==> src/rtl/dogx_pkg.sv <==
// dogx_pkg: shared CIC types, width helper and default output width
package dogx_pkg;
    localparam int OUT_W_DEF = 16;

    typedef enum logic [1:0] {IDLE, COMB, ROUND, OUT} cic_state_t;

    function automatic int cic_acc_w(input int in_w, input int order, input int dec_log2);
        return in_w + order * dec_log2;
    endfunction
endpackage

==> src/rtl/dogx_cic_integrator_chain.sv <==
// dogx_cic_integrator_chain: ORDER-stage modular integrator cascade, one register per stage
module dogx_cic_integrator_chain #(
    parameter int ORDER = 4,
    parameter int ACC_W = 35
) (
    input  logic               CLK_24M,
    input  logic               reset,
    input  logic               sample_en,
    input  logic [ACC_W-1:0]   data_ext,
    output logic [ACC_W-1:0]   last_next
);
    logic [ACC_W-1:0] integ [ORDER];
    logic [ACC_W-1:0] nxt   [ORDER];

    genvar g;
    generate
        for (g = 0; g < ORDER; g++) begin : g_stage
            if (g == 0) begin : g_first
                assign nxt[g] = integ[g] + data_ext;
            end else begin : g_next
                assign nxt[g] = integ[g] + integ[g-1];
            end
        end
    endgenerate

    assign last_next = nxt[ORDER-1];

    // every stage advances together on each input strobe, using the previous values of its feeder
    always_ff @(posedge CLK_24M) begin
        if (!reset) begin
            for (int k = 0; k < ORDER; k++) integ[k] <= '0;
        end else if (sample_en) begin
            integ <= nxt;
        end
    end
endmodule

==> src/rtl/dogx_cic_decimator.sv <==
// dogx_cic_decimator: CIC decimator with time-multiplexed combs; optional alpha tag via DOGX_CIC_ALPHA_TAG_EN
module dogx_cic_decimator import dogx_pkg::*; #(
    parameter int IN_W     = 11,
    parameter int ORDER    = 4,
    parameter int DEC_LOG2 = 6,
    parameter int OUT_W    = OUT_W_DEF
) (
    input  logic             CLK_24M,
    input  logic             reset,
    input  logic             sample_en,
    input  logic [IN_W-1:0]  data_in,
    input  logic             alpha_in,
    output logic [OUT_W-1:0] data_out,
    output logic             data_valid,
    output logic             alpha_out,
    output logic             alpha_mixed,
    output logic             overrun
);
    localparam int ACC_W = cic_acc_w(IN_W, ORDER, DEC_LOG2);
    localparam int S = ACC_W - OUT_W;
    localparam logic [2:0] LAST = 3'(ORDER - 1);

    cic_state_t state;
    logic [DEC_LOG2-1:0] sample_cnt;
    logic [2:0] stg;
    logic dec;
    logic signed [ACC_W-1:0] data_ext, last_next, snap, y, y_prev, diff;
    logic signed [ACC_W-1:0] dly [ORDER];
    logic signed [OUT_W-1:0] r_sat, r_q;

    assign data_ext = ACC_W'($signed(data_in));
    assign dec = sample_en && (&sample_cnt);
    assign y_prev = (stg == 3'd0) ? snap : y;
    assign diff = y_prev - dly[0];

    dogx_cic_integrator_chain #(.ORDER(ORDER), .ACC_W(ACC_W)) u_integ (
        .CLK_24M   (CLK_24M),
        .reset     (reset),
        .sample_en (sample_en),
        .data_ext  (data_ext),
        .last_next (last_next)
    );

    generate
        if (S > 0) begin : g_shr
            localparam logic [ACC_W:0] HALF = (ACC_W+1)'(1) << (S - 1);
            localparam logic signed [ACC_W:0] HI = {{(S+2){1'b0}}, {(OUT_W-1){1'b1}}};
            localparam logic signed [ACC_W:0] LO = ~HI;
            logic signed [ACC_W:0] sh;
            assign sh = ($signed({y[ACC_W-1], y}) + $signed(HALF)) >>> S;
            assign r_sat = sh > HI ? OUT_W'(HI) : sh < LO ? OUT_W'(LO) : OUT_W'(sh);
        end else begin : g_shl
            assign r_sat = OUT_W'(y) <<< (-S);
        end
    endgenerate

    // sample counter plus the IDLE -> COMB x ORDER -> ROUND -> OUT sequencer; the comb delays rotate so stage k always reads dly[0]
    always_ff @(posedge CLK_24M) begin
        if (!reset) begin
            state      <= IDLE;
            sample_cnt <= '0;
            stg        <= '0;
            snap       <= '0;
            y          <= '0;
            r_q        <= '0;
            data_out   <= '0;
            data_valid <= 1'b0;
            overrun    <= 1'b0;
            for (int k = 0; k < ORDER; k++) dly[k] <= '0;
        end else begin
            data_valid <= 1'b0;
            if (sample_en) sample_cnt <= sample_cnt + 1'b1;
            if (dec && state != IDLE) overrun <= 1'b1;
            case (state)
                IDLE: begin
                    if (dec) begin
                        snap  <= last_next;
                        stg   <= '0;
                        state <= COMB;
                    end
                end
                COMB: begin
                    y <= diff;
                    for (int k = 0; k < ORDER - 1; k++) dly[k] <= dly[k+1];
                    dly[ORDER-1] <= y_prev;
                    stg <= stg + 3'd1;
                    if (stg == LAST) state <= ROUND;
                end
                ROUND: begin
                    r_q   <= r_sat;
                    state <= OUT;
                end
                default: begin
                    data_out   <= r_q;
                    data_valid <= 1'b1;
                    state      <= IDLE;
                end
            endcase
        end
    end

`ifdef DOGX_CIC_ALPHA_TAG_EN
    logic alpha_prev, alpha_flag, alpha_last, alpha_win;

    // track alpha changes inside a window, latch them at the decimation instant and publish with the sample
    always_ff @(posedge CLK_24M) begin
        if (!reset) begin
            alpha_prev  <= 1'b0;
            alpha_flag  <= 1'b0;
            alpha_last  <= 1'b0;
            alpha_win   <= 1'b0;
            alpha_out   <= 1'b0;
            alpha_mixed <= 1'b0;
        end else begin
            if (sample_en) alpha_prev <= alpha_in;
            if (dec) alpha_flag <= 1'b0;
            else if (sample_en && |sample_cnt) alpha_flag <= alpha_flag | (alpha_in ^ alpha_prev);
            if (dec && state == IDLE) begin
                alpha_last <= alpha_in;
                alpha_win  <= alpha_flag | (alpha_in ^ alpha_prev);
            end
            if (state == OUT) begin
                alpha_out   <= alpha_last;
                alpha_mixed <= alpha_win;
            end
        end
    end
`else
    logic alpha_unused;
    assign alpha_unused = alpha_in;
    assign alpha_out    = 1'b0;
    assign alpha_mixed  = 1'b0;
`endif
endmodule

==> config.mk <==
export PLATFORM = sky130hd
export DESIGN_NAME = dogx_cic_decimator
export DESIGN_NICKNAME = d
export VERILOG_FILES = /design/src/rtl/dogx_pkg.sv /design/src/rtl/dogx_cic_integrator_chain.sv /design/src/rtl/dogx_cic_decimator.sv
export SDC_FILE = /design/constraint.sdc
export NUM_CORES = 1
export LEC_CHECK = 0
export BUFFER_PORTS_ARGS = -buffer_cell sky130_fd_sc_hd__buf_2
export CORE_MARGIN = 1.5
export CORE_UTILIZATION = 60
export CTS_CLUSTER_DIAMETER = 40
export DETAILED_ROUTE_END_ITERATION = 8
export GPL_TIMING_DRIVEN = 0
export PLACE_DENSITY = 0.84
export SYNTH_ARGS = -nofsm -noshare
export SYNTH_HDL_FRONTEND = slang
export SYNTH_SLANG_ARGS = --single-unit
==> constraint.sdc <==
create_clock -name CLK_24M -period 7.15 [get_ports CLK_24M]
set_clock_uncertainty 0.1 [all_clocks]
set_input_delay 0.715 -clock CLK_24M [delete_from_list [all_inputs] [get_ports CLK_24M]]
set_output_delay 0.715 -clock CLK_24M [all_outputs]
set_load 0.05 [all_outputs]
==> results.sh, run 1 <==
export IMPL_synth_seq_cells=395
export IMPL_yosys_warnings=0
export IMPL_clk_pin_slew_worst_paths_ns=0.06
export IMPL_path_max_fanout=10
export IMPL_grtUsageTotal_pct=34.3
export IMPL_fin_area_sq_um=26500
export IMPL_r2r_end="y[30]"
export IMPL_ys_top_cells_by_count="dfxtp_1 (255), nor2_1 (234), a21oi_1 (208), nand2_1 (205), ha_1 (179)"
export IMPL_wirelength_microns=70900
export IMPL_antenna_found_initial=0
export IMPL_hold_path_depth=2
export IMPL_max_freq_ghz=0.178
export IMPL_synth_area_top_cells="dfxtp_1 (22%), edfxtp_1 (18%), ha_1 (9.4%)"
export IMPL_cts_tree="built"
export IMPL_cts_made_buffers=54
export IMPL_initial_core_util_pct=61.1
export IMPL_postRouteAntennaNets=0
export IMPL_clk_latency_ns=0.62
export IMPL_path_class="reg -> reg"
export IMPL_htreeDepth=2
export IMPL_final_nets=2913
export IMPL_r2r_slack_ns=1.54
export IMPL_die_area_sq_um=40800
export IMPL_startpoint="stg[0]"
export IMPL_endpoint_kind="register"
export IMPL_finalSetupViolations=0
export IMPL_drt_vias_per_instance=6.35
export IMPL_diodes=0
export IMPL_cp_required_ns=7.53
export IMPL_min_period_ns=5.61
export IMPL_ys_flop_type="dfxtp_1"
export IMPL_arrival_ns=5.99
export IMPL_status="complete, no violations"
export IMPL_holdPathEnd="snap[26]"
export IMPL_overflow=0
export IMPL_drc_errors=0
export IMPL_slew_headroom_pct=21.5
export IMPL_core_sq_um=38800
export IMPL_cts_root_buf="clkbuf_16"
export IMPL_synthCells=2626
export IMPL_synth_top_area_share_pct=21.5
export IMPL_cts_sinks=395
export IMPL_post_cts_buffers=0
export IMPL_hold_start="snap[26]"
export IMPL_synth_edf_count=140
export IMPL_critPathLaunchType="register"
export IMPL_fin_crit_sh_pct=78.5
export IMPL_dpl_cell_count=3176
export IMPL_cap_violations=0
export IMPL_p_per_area_nw_per_um2=246
export IMPL_crit_path_max_incr_delay_ns=0.73
export IMPL_holdBufCountCts=0
export IMPL_fp_dieW_microns=202
export IMPL_r2r_start="stg[0]"
export IMPL_io_pins=35
export IMPL_syn_to_final_growth_pct=11.7
export IMPL_report_final_slew_viol_count=0
export IMPL_peakVddDrop_mv=0.161
export IMPL_syn_cell_area_sq_um=23700
export IMPL_yosysTopAreaCell="dfxtp_1"
export IMPL_cts_buffer_depth=3
export IMPL_cts_resized=0
export IMPL_cpMostUsedCell="a31oi_1"
export IMPL_placed_cell_area_sq_um=24600
export IMPL_drt_iter0_drc=2070
export IMPL_hold_path_class="reg -> reg"
export IMPL_fill_cells=3009
export IMPL_io_buffers=30
export IMPL_place_hpwl_microns=52200
export IMPL_row_count=72
export IMPL_synthArstFlopShare_pct=0
export IMPL_grt_pass1_wl_microns=110000
export IMPL_reg2reg_depth=17
export IMPL_tns_ns=0
export IMPL_chipHeight_microns=202
export IMPL_grt_max_degree=73
export IMPL_synth_seq_area_share_pct=39.2
export IMPL_drive_gt1_share_pct=6.71
export IMPL_rsz0062_at_grt="false"
export IMPL_gp_congestion=0.965
export IMPL_hold_viol_final=0
export IMPL_syn_avg_cell_area_sq_um=9.04
export IMPL_first_pass_iters=6
export IMPL_instances_no_fill=3277
export IMPL_vias=20800
export IMPL_yosys_cell_types_count=74
export IMPL_grt_pass1_vias=19800
export IMPL_p_leak_nw=11.5
export IMPL_yosysMostFrequentCell="dfxtp_1"
export IMPL_crit_chain="inv_1 -> ha_1 -> nor2b_1 -> clkbuf_1 -> buf_1 -> mux2_2 -> ha_1 -> clkbuf_1 -> nand2_1 -> nand2_1 -> o41ai_1 -> a31oi_1 -> a31oi_1 -> o21ai_1 -> a31oi_1 -> xor2_1 -> o21ai_0"
export IMPL_cp_slowest_cell="o41ai_1"
export IMPL_wire_per_inst_microns=21.7
export IMPL_tightest_slew_ns=1.18
[routing by layer]
metal / share of wire, % / GRT usage, % / wire [microns] / vias to the layer above
met5: 0 / 0 / 0 / -
met4: 4.8 / 16.8 / 3410 / 0
met3: 9.3 / 6.09 / 6630 / 174
met2: 44 / 53.1 / 31000 / 1008
met1: 42 / 46.3 / 29900 / 9836
li1: - / - / - / 9792
[report_power, final]
part,switching (mW),internal [mW]
Clock,1.11,1.76
Sequential,0.119,2.45
Combinational,0.677,0.405
[sequential cells by signal, indices dropped and copies added (netlist names)]
signal / flops
data_out: 16
data_valid: 1
dly: 140
overrun: 1
r_q: 16
sample_cnt: 6
snap: 35
state: 2
stg: 3
u_integ.integ: 140
y: 35
[cell usage in the layout, fill, tap and decap left out, drive strengths merged, types with 23 or more instances in the layout]
master,instances
a211oi,51
a21o,98
a21oi,208
a31oi,26
and3,125
buf,54
clkbuf,177
dfxtp,255
edfxtp,140
ha,179
inv,90
mux2,34
mux2i,105
nand2,205
nand3,82
nand4,28
nor2,234
nor2b,50
nor3,37
o211ai,23
o21a,25
o21ai,154
o21bai,24
xnor2,83
xor2,60
[metrics by stage]
| step | hold slack, ns | worst slack, ns | total power, mW | util [%] |
|---|---|---|---|---|
| after detailed placement | 0.344 | 1.82 | 3.66 | 63.3 |
| after global placement | 0.331 | 0.674 | 3.62 | 63.2 |
| after global routing | 0.381 | 1.30 | 6.73 | 68.3 |
| after CTS | 0.358 | 1.71 | 6.49 | 68.3 |
| final | 0.357 | 1.54 | 6.52 | 68.3 |
| after floorplan | 0.321 | 2.48 | 3.37 | - |
[worst max-delay path by stage]
stage,depth (start not counted),slack [ns],end
6_report,17,1.54,y[30]
5_1_grt,17,1.30,y[30]
4_1_cts,17,1.71,y[32]
3_5_place_dp,17,1.82,y[32]
3_3_place_gp,5,0.67,dly[3][7]
2_1_floorplan,5,2.48,dly[0][0]
[critical path: cells and delay by family (launching register included)]
family          cells  cell delay (ns)
flops               1             0.34
buf+inv             4             1.22
fa+ha+maj           2             0.44
xor+xnor            1             0.21
mux                 1             0.47
compound gates      6             2.38
simple gates        3             0.30
[cells by family after synthesis]
logic type,Yosys count,share of synthesized area (%)
flip-flops,395,39.2
XOR/XNOR,144,5.38
other,1,0.0158
adder cells (fa/ha/maj),184,9.86
AO/OA/AOI/OAI,706,18.9
buffers and inverters,215,3.47
multiplexers,139,6.04
AND/OR/NAND/NOR,842,17.2
[layout make-up]
| class | count | area, sq um | share of cell area (%) |
|---|---|---|---|
| clock buffers | 65 | 1480 | 5.60 |
| plain buffers | 135 | 523 | 1.97 |
| multi-input cells | 2017 | 13600 | 51.3 |
| inverters | 80 | 305 | 1.15 |
| well taps | 518 | 648 | 2.44 |
| clock inverters | 36 | 462 | 1.74 |
| flip-flops and latches | 395 | 9310 | 35.1 |
| repair buffers | 31 | 178 | 0.670 |
Note: power is estimated with default switching activity, not from simulation.
==> run 2: changes to the inputs <==
==> constraint.sdc (replaced) <==
create_clock -name CLK_24M -period 5.6 [get_ports CLK_24M]
set_clock_uncertainty 0.1 [all_clocks]
set_input_delay 0.56 -clock CLK_24M [delete_from_list [all_inputs] [get_ports CLK_24M]]
set_output_delay 0.56 -clock CLK_24M [all_outputs]
set_load 0.05 [all_outputs]
==> run 2 against run 1 <==
Sequential share of layout area hardly changed. Power up 28%. Largest power group unchanged. Register-to-register slack worse by 1.3 ns. Global-route usage unchanged. Worst hold slack got worse by 0.046 ns. Non-clock buffer count unchanged. Largest cell class unchanged. Sequential cell count stayed put.
==> results.sh, run 2 (synthesis gave the netlist of run 1 again) <==
export IMPL_p_int_mw=5.89
export IMPL_drt_iter0_drc=2162
export IMPL_hold_path_class="in -> reg"
export IMPL_path_max_fanout=10
export IMPL_wirelength_microns=70900
export IMPL_rsz0062_at_grt="false"
export IMPL_mostFrequentLayoutCell="dfxtp_1"
export IMPL_p_seq_share_pct=39.4
export IMPL_post_cts_buffers=0
export IMPL_cts_buffer_depth=3
export IMPL_grt_max_degree=73
export IMPL_grtUsageTotal_pct=34.3
export IMPL_gp_congestion=0.965
export IMPL_final_nets=2913
export IMPL_hold_viol_final=0
export IMPL_setup_slack_ns=0.279
export IMPL_cts_tree="built"
export IMPL_crit_path_max_incr_delay_ns=0.68
export IMPL_instances_no_fill=3277
export IMPL_p_per_area_nw_per_um2=314
export IMPL_die_area_sq_um=40800
export IMPL_reg_top3="dly: 140 flops, u_integ.integ: 140 flops"
export IMPL_fp_dieW_microns=202
export IMPL_reg2reg_depth=17
export IMPL_cts_root_buf="clkbuf_16"
export IMPL_first_pass_iters=6
export IMPL_vias=20800
export IMPL_initial_core_util_pct=61.1
export IMPL_slew_headroom_pct=22.8
export IMPL_place_hpwl_microns=52200
export IMPL_pre_cts_ws_ns=0.269
export IMPL_cp_required_ns=6.06
export IMPL_status="complete, no violations"
export IMPL_arrival_ns=5.78
export IMPL_critPathLaunchType="register"
export IMPL_grt_pass1_vias=19800
export IMPL_clk_latency_ns=0.62
export IMPL_overflow=0
export IMPL_drive_gt1_share_pct=6.81
export IMPL_p_sw_mw=2.44
export IMPL_report_final_slew_viol_count=0
export IMPL_postRouteAntennaNets=0
export IMPL_r2r_slack_ns=0.28
export IMPL_cts_sinks=395
export IMPL_clk_pin_slew_worst_paths_ns=0.06
export IMPL_io_buffers=30
export IMPL_holdPathEnd="u_integ.integ[106]"
export IMPL_clockPowerShare_pct=44.0
export IMPL_swShare_pct=29.2
export IMPL_wire_per_inst_microns=21.6
export IMPL_fin_hold_ws_ns=0.311
export IMPL_htreeDepth=2
export IMPL_r2r_end="y[32]"
export IMPL_diodes=0
export IMPL_finalSetupViolations=0
export IMPL_most_common_layout_cells="dfxtp_1 (255), nor2_1 (234), a21oi_1 (208)"
export IMPL_dpl_cell_count=3176
export IMPL_syn_to_final_growth_pct=11.8
export IMPL_cts_resized=0
export IMPL_cap_violations=0
export IMPL_p_leak_nw=11.6
export IMPL_antenna_found_initial=0
export IMPL_max_freq_ghz=0.188
export IMPL_drt_vias_per_instance=6.36
export IMPL_fill_cells=3007
export IMPL_power_frac_comb_pct=16.6
export IMPL_r2r_start="stg[0]"
export IMPL_chipHeight_microns=202
export IMPL_drc_errors=0
export IMPL_crit_chain="inv_1 -> ha_1 -> nor2b_1 -> clkbuf_1 -> clkbuf_2 -> mux2i_1 -> ha_1 -> fa_1 -> nand2b_1 -> a21oi_1 -> o41ai_2 -> a31oi_1 -> a31oi_1 -> o21ai_1 -> a311oi_1 -> or4_1 -> nand3_1"
export IMPL_power_total_mw=8.33
export IMPL_endpoint_kind="register"
export IMPL_io_pins=35
export IMPL_min_period_ns=5.32
export IMPL_grt_pass1_wl_microns=110000
export IMPL_hold_path_depth=4
export IMPL_holdBufCountCts=0
export IMPL_path_class="reg -> reg"
export IMPL_row_count=72
export IMPL_fin_crit_sh_pct=95.0
export IMPL_hold_start="data_in[1]"
export IMPL_tightest_slew_ns=1.16
export IMPL_peakVddDrop_mv=0.206
export IMPL_cp_slowest_cell="a31oi_1"
export IMPL_core_sq_um=38800
export IMPL_cts_made_buffers=54
run 2: worst max path at each step:
stage                start         to  cells past startpoint
global placement     reset  dly[3][7]                      5
finish              stg[0]      y[32]                     17
global route        stg[0]      y[32]                     17
floorplan            reset  dly[0][0]                      5
detailed placement  stg[0]      y[32]                     17
CTS                 stg[0]      y[32]                     17
run 2: critical path: cells and delay by family, from the launching register on:
family | cells | cell delay (ns)
AO/OA/AOI/OAI | 6 | 2.05
adder cells (fa/ha/maj) | 3 | 0.82
buffers and inverters | 3 | 0.88
flip-flops | 1 | 0.34
multiplexers | 1 | 0.17
AND/OR/NAND/NOR | 4 | 0.90
run 2: power by group through the flow:
stage	Sequential, mW	Clock [mW]	Combinational (mW)
2_1_floorplan	3.27	0	1.03
3_3_place_gp	3.33	0	1.29
3_5_place_dp	3.33	0	1.34
4_1_cts	3.27	3.67	1.35
5_1_grt	3.29	3.78	1.52
6_report	3.28	3.67	1.38
run 2: per-layer routing:
metal | up-vias | wire length, microns | global-route usage, %
li1 | 9807 | - | -
met1 | 9850 | 29800 | 46.3
met2 | 985 | 31000 | 53.1
met3 | 193 | 6510 | 6.09
met4 | 0 | 3550 | 16.8
met5 | - | 0 | 0
run 2: final cells by class:
type	instances	area (sq um)	share of cell area, %
Multi-Input combinational cell	2017	13600	51.3
Sequential cell	395	9310	35.1
Clock buffer	65	1480	5.59
Tap cell	518	648	2.44
Buffer	135	526	1.98
Clock inverter	36	462	1.74
Inverter	80	305	1.15
Timing Repair Buffer	31	178	0.670
run 2: metrics by stage:
stage	instance area (sq um)	utilization [%]	TNS [ns]
after floorplan	23700	-	0
after global placement	24500	63.2	-99.83
after detailed placement	24600	63.3	0
after CTS	26500	68.3	0
after global routing	26500	68.3	0
final	26500	68.3	0
